### config.mk
export PLATFORM = sky130hd
export DESIGN_NAME = piso_serializer
export DESIGN_NICKNAME = d
export VERILOG_FILES = /design/src/rtl/piso_pkg.sv /design/src/rtl/piso_serializer.sv
export SDC_FILE = /design/constraint.sdc
export NUM_CORES = 1
export LEC_CHECK = 0
export ABC_AREA = 1
export CELL_PAD_IN_SITES_DETAIL_PLACEMENT = 0
export CELL_PAD_IN_SITES_GLOBAL_PLACEMENT = 1
export CORE_MARGIN = 2
export CORE_UTILIZATION = 34
export DETAILED_ROUTE_END_ITERATION = 16
export GPL_ROUTABILITY_DRIVEN = 0
export PLACE_DENSITY_LB_ADDON = 0.1
export SYNTH_ARGS = -nofsm -noshare
export SYNTH_HDL_FRONTEND = slang
export SYNTH_SLANG_ARGS = --single-unit
export TNS_END_PERCENT = 50
### constraint.sdc
create_clock -name CLK -period 3.7 [get_ports CLK]
set_clock_uncertainty 0.15 [all_clocks]
set_input_delay 0.925 -clock CLK [delete_from_list [all_inputs] [get_ports CLK]]
set_output_delay 0.925 -clock CLK [all_outputs]
set_load 0.01 [all_outputs]
### src/rtl/piso_pkg.sv
// Shared types and sizing helpers for the PISO serializer.
package piso_pkg;

  typedef enum logic {
    IDLE  = 1'b0,
    SHIFT = 1'b1
  } state_t;

  // Counter must hold the full word length n, not just n-1.
  function automatic int cnt_width(input int n);
    return $clog2(n + 1);
  endfunction

endpackage

### src/rtl/piso_serializer.sv
// Parallel-in serial-out transmitter: loads an n-bit word on a valid/ready handshake
// and shifts it out LSB-first, one bit per CLK edge with EN high; back-to-back words need no gap.
module piso_serializer
  import piso_pkg::*;
#(
  parameter int   n        = 4,
  parameter logic IDLE_OUT = 1'b0
) (
  input  logic         CLK,
  input  logic         RST_N,
  input  logic [n-1:0] D,
  input  logic         LOAD_VALID,
  output logic         LOAD_READY,
  input  logic         EN,
  output logic         OUT,
  output logic         OUT_VALID,
  output logic         DONE,
  output logic         BUSY
);

  localparam int CW = cnt_width(n);

  state_t         state;
  logic [n-1:0]   sreg;
  logic [CW-1:0]  cnt;
  logic           done_q;
  logic           last;

  assign last = (cnt == CW'(1));

  // The last-bit edge doubles as a load slot, so the only EN-to-output path is here.
  assign LOAD_READY = (state == IDLE) || (last && EN);
  assign OUT        = (state == SHIFT) ? sreg[0] : IDLE_OUT;
  assign OUT_VALID  = (state == SHIFT);
  assign BUSY       = (state == SHIFT);
  assign DONE       = done_q;

  always_ff @(posedge CLK or negedge RST_N) begin
    if (!RST_N) begin
      state  <= IDLE;
      sreg   <= '0;
      cnt    <= '0;
      done_q <= 1'b0;
    end else begin
      done_q <= 1'b0;
      case (state)
        IDLE: begin
          if (LOAD_VALID) begin
            sreg  <= D;
            cnt   <= CW'(n);
            state <= SHIFT;
          end
        end
        SHIFT: begin
          if (EN) begin
            sreg <= {1'b0, sreg[n-1:1]};
            cnt  <= cnt - CW'(1);
            if (last) begin
              done_q <= 1'b1;
              if (LOAD_VALID) begin
                sreg <= D;
                cnt  <= CW'(n);
              end else begin
                state <= IDLE;
              end
            end
          end
        end
        default: state <= IDLE;
      endcase
    end
  end

endmodule

==> results.toml, run 1 <==
[setup_path]
crit_path_cell_trace = "clkdlybuf4s50_1 > nand3_1 > nand2_1 > clkdlybuf4s50_1"
path_buf_inv = 2
cp_common_cell = "clkdlybuf4s50_1"
cp.required_ns = 2.62
r2r-start = "cnt[1]"
arrival_ns = 2.20
r2r_cells = 7
critPathTopFamily = "buffers and inverters"
cp.depth = 4
slowest_delay_ns = 0.55
ff2ff_setup_slack_ns = 2.31
r2r-end = "sreg[2]"
critPathLaunchType = "input port"
cp_max_fo = 4
worstSetupPathType = "input port to primary output"
worst_path_max_delay_cell = "clkdlybuf4s50_1"
crit_path_end_kind = "primary output"

[detailed_routing]
first_pass_iters = 4
viasPerCell = 4.389
ant_nets = 0
post_drt_wl_per_cell_um = 9.922
routed_wl_um = 893
drt_iter0_markers = 8
vias = 395
post-route-drc-count = 0

[sta]
fmax_ghz = 0.3053
fin_crit_sh = 0.8852
finalCriticalPeriod_ns = 3.275
finalHoldViolations = 0
tightestPinTransition_ns = 0.4256
fin_tns_setup_ns = 0
finalMaxSlewViolations = 0
setup_violations = 0
rsz0062_at_grt = "no"
relSlewSlack = 0.7154

[global_route]
antenna_found_initial = 0
grt_pass1_wl_mm = 1.573
grt_max_degree = 12
gr-total-overflow = 0
grt_pass1_vias = 362
grtUsageTotal = 0.1257

[clock_tree]
postCtsHoldBufs = 0
cts_made_buffers = 3
cts_max_path_buffers = 2
h-tree-depth = 1
cts.sinks = 9
cts.clk_slew.worst_paths_ns = 0.05
cts_resized = 0
cts_setup_buffers = 0
cts_tree = "built"
clk_latency_ns = 0.25
cts-root-buf = "clkbuf_4"

[logic_synthesis]
syn_inst = 61
synth_area_um2 = 484.2
async_flop_share = 1.000
synth-edff-count = 0
synth_cell_types = 14
ys_seq_area_frac = 0.4651
syn_area_per_cell_um2 = 7.938
ys_top_cells_by_area = "dfrtp_1 47%, nand2_1 14%, nand3_1 12%"
yosys.area.top_type = "dfrtp_1"
synth_seq_cells = 9
syn-num-nets = 71
netlist_top_cells_count = "18 x nand2_1, 12 x nand3_1, 10 x inv_1"
ys_warn_count = 0
yosysMostFrequentCell = "nand2_1"
ys.flop_type = "dfrtp_1"
synth_top_area_frac = 0.4651

[pwr]
irDropWorstVdd_mv = 0.2767
leakage_nw = 0.3319
power.density_mw_per_mm2 = 639.4

[floorplan]
dieArea_mm2 = 0.001742
rows = 13
die_w_um = 41.74
start_util = 0.3675
io-pin-count = 13
core_area_mm2 = 0.001318
die_h_um = 41.74

[finish]
antenna_cells = 0
finalInstanceArea_um2 = 630.6
area_growth_pct = 30.23
num-fill-cells = 135
nets = 86
drive_above_1_share = 0.09333

[placed_design]
dp_hpwl_um = 726
post_dp_cell_area_um2 = 604.3
portBuffers = 12

[status]
status = "finished, final reports clean"

[hold_path]
min_from = "sreg[2]"
hold_depth = 2
min_path_type = "flip-flop to flip-flop"
holdPathEnd = "sreg[2]"

[job]
cap_violations = 0
## worst min-delay path, stage by stage (launching register included)
cell     delay (ns)
dfrtp_1        0.34
nand2_1        0.05
nand2_1        0.06
## state kept, by name (all words and copies together), names as in the netlist
| signal | count |
|---|---|
| cnt | 3 |
| BUSY | 1 |
| DONE | 1 |
| sreg | 4 |
## metrics by stage
stage	total power, mW	worst slack [ns]	std cells	hold slack, ns	utilization
after floorplan	0.2793	1.504	61	0.2991	-
after global placement	0.3340	0.4231	86	0.3166	0.4587
after detailed placement	0.3362	0.4228	86	0.3185	0.4587
after CTS	0.4115	0.4208	90	0.3316	0.4786
after global routing	0.4482	0.3855	90	0.3466	0.4786
final	0.4032	0.4247	90	0.3287	0.4786
## worst max path at each step
| stage | start | slack (ns) | to |
|---|---|---|---|
| finish | EN | 0.42 | LOAD_READY |
| global route | EN | 0.39 | LOAD_READY |
| CTS | EN | 0.42 | LOAD_READY |
| detailed placement | EN | 0.42 | LOAD_READY |
| global placement | EN | 0.42 | LOAD_READY |
| floorplan | EN | 1.50 | LOAD_READY |
## cells in the final DEF, fill, tap and decap left out, drive strengths merged
master / netlist / routed
clkdlybuf4s50: 0 / 12
nand3: 12 / 12
nand2: 19 / 19
o21ai: 3 / 3
ha: 2 / 2
dfrtp: 9 / 9
nor2: 1 / 1
o22ai: 1 / 1
inv: 12 / 12
clkbuf: 0 / 4
## kinds of logic (layout without fill, tap and decap cells)
group,count (synthesis),count (layout),synth area share
and+or+nand+nor,32,32,0.2842
buffers and inverters,14,28,0.1318
DFF,9,9,0.4651
adders and majority gates,2,2,0.05167
AOI/OAI and AO/OA,4,4,0.06718
## layer usage
metal	vias to the layer above	GRT usage	share of wire
met2	13	0.1844	0.45
met3	0	0.07826	0.075
met1	165	0.1509	0.47
met4	0	0.03871	0
met5	-	0	0
li1	217	-	-
## area by class of cell
class / count / area (um2) / share of cell area
Sequential cell: 9 / 225.2 / 0.3571
Multi-Input combinational cell: 38 / 195.2 / 0.3095
Timing Repair Buffer: 12 / 120.1 / 0.1905
Inverter: 12 / 45.04 / 0.07143
Clock buffer: 4 / 26.28 / 0.04167
Tap cell: 15 / 18.77 / 0.02976
## power by group
part	switching, mW	internal (mW)	total [mW]
Combinational	0.0909	0.0815	0.172
Sequential	0.0241	0.135	0.160
Clock	0.0300	0.0413	0.0712
Total	0.145	0.258	0.403
(Power assumes the default switching activity.)
==> run 2, diff against run 1 <==
Settings changed: MAX_ROUTING_LAYER set to met4.
==> results.toml, run 2 (synthesis gave the netlist of run 1 again) <==
[status]
status = "finished, final reports clean"

[hold_path]
hold_depth = 2
holdPathEnd = "sreg[2]"
min_from = "sreg[2]"
min_path_type = "flip-flop to flip-flop"

[global_route]
grt_max_degree = 12
grtUsageTotal = 0.1292
grt_pass1_vias = 361
gr-total-overflow = 0
grt_pass1_wl_mm = 1.573
antenna_found_initial = 0

[sta]
finalCriticalPeriod_ns = 3.275
rsz0062_at_grt = "no"
tightestPinTransition_ns = 0.4256
setup_violations = 0
fin_tns_setup_ns = 0
fin_crit_sh = 0.8852
finalMaxSlewViolations = 0
relSlewSlack = 0.7154
setup_slack_ns = 0.4247
fmax_ghz = 0.3053
finalHoldViolations = 0

[floorplan]
core_area_mm2 = 0.001318
dieArea_mm2 = 0.001742
io-pin-count = 13
rows = 13
die_h_um = 41.74
start_util = 0.3675
die_w_um = 41.74

[detailed_routing]
ant_nets = 0
vias = 395
post_drt_wl_per_cell_um = 9.922
viasPerCell = 4.389
first_pass_iters = 4
routed_wl_um = 893
drt_iter0_markers = 8
post-route-drc-count = 0

[placed_design]
dp_slack_ns = 0.4228
portBuffers = 12
dp_hpwl_um = 726

[finish]
area_growth_pct = 30.23
final_common_cell = "nand2_1"
finish.utilization = 0.4786
num-fill-cells = 135
drive_above_1_share = 0.09333
reg.largest.list = "sreg (4), cnt (3)"
regMostFlops = "sreg"
final_cell_mix = "18 x nand2_1, 12 x nand3_1, 12 x clkdlybuf4s50_1"
largest_reg_flops = 4
antenna_cells = 0
nets = 86

[clock_tree]
postCtsHoldBufs = 0
cts.sinks = 9
h-tree-depth = 1
cts_resized = 0
cts_setup_buffers = 0
cts_made_buffers = 3
cts_tree = "built"
cts-root-buf = "clkbuf_4"
cts_max_path_buffers = 2
clk_latency_ns = 0.25
cts.clk_slew.worst_paths_ns = 0.05

[setup_path]
worstSetupPathType = "input port to primary output"
crit_path_end_kind = "primary output"
r2r-start = "cnt[1]"
cp.required_ns = 2.62
r2r-end = "sreg[2]"
r2r_cells = 7
critPathLaunchType = "input port"
arrival_ns = 2.20
cp_max_fo = 4
ff2ff_setup_slack_ns = 2.31

[pwr]
leakage_nw = 0.3319
power.density_mw_per_mm2 = 639.5
irDropWorstVdd_mv = 0.2767

[job]
cap_violations = 0
[run 2: stage by stage]
stage | std cells | area (um2) | total power, mW | hold WS [ns]
5_1_grt | 90 | 630.6 | 0.4482 | 0.3466
4_1_cts | 90 | 630.6 | 0.4115 | 0.3316
3_3_place_gp | 86 | 604.3 | 0.3340 | 0.3166
6_report | 90 | 630.6 | 0.4033 | 0.3287
2_1_floorplan | 61 | 484.2 | 0.2793 | 0.2991
3_5_place_dp | 86 | 604.3 | 0.3362 | 0.3185
[run 2: worst max-delay path by stage]
| stage | start | to | slack [ns] |
|---|---|---|---|
| after floorplan | EN | LOAD_READY | 1.50 |
| after global placement | EN | LOAD_READY | 0.42 |
| after detailed placement | EN | LOAD_READY | 0.42 |
| after CTS | EN | LOAD_READY | 0.42 |
| after global routing | EN | LOAD_READY | 0.39 |
| final | EN | LOAD_READY | 0.42 |
[run 2: final cells by class]
| cell class | count | area (um2) | area share |
|---|---|---|---|
| flip-flops and latches | 9 | 225.2 | 0.3571 |
| multi-input cells | 38 | 195.2 | 0.3095 |
| repair buffers | 12 | 120.1 | 0.1905 |
| inverters | 12 | 45.04 | 0.07143 |
| clock buffers | 4 | 26.28 | 0.04167 |
| well taps | 15 | 18.77 | 0.02976 |
[run 2: critical path, stage by stage]
cell	delay [ns]
clkdlybuf4s50_1	0.51
nand3_1	0.09
nand2_1	0.12
clkdlybuf4s50_1	0.55
[run 2: where the power goes]
part           internal (mW)  leakage, nW  switching, mW  total [mW]
Combinational         0.0815        0.205         0.0909       0.172
Clock                 0.0413       0.0150         0.0300      0.0713
Sequential             0.135        0.112         0.0241       0.160
[run 2: routing by layer]
metal / track usage / part of all wire
met1: 0.1509 / 0.47
met2: 0.1844 / 0.45
met3: 0.07826 / 0.076
met4: 0.03871 / 0
met5: - / 0
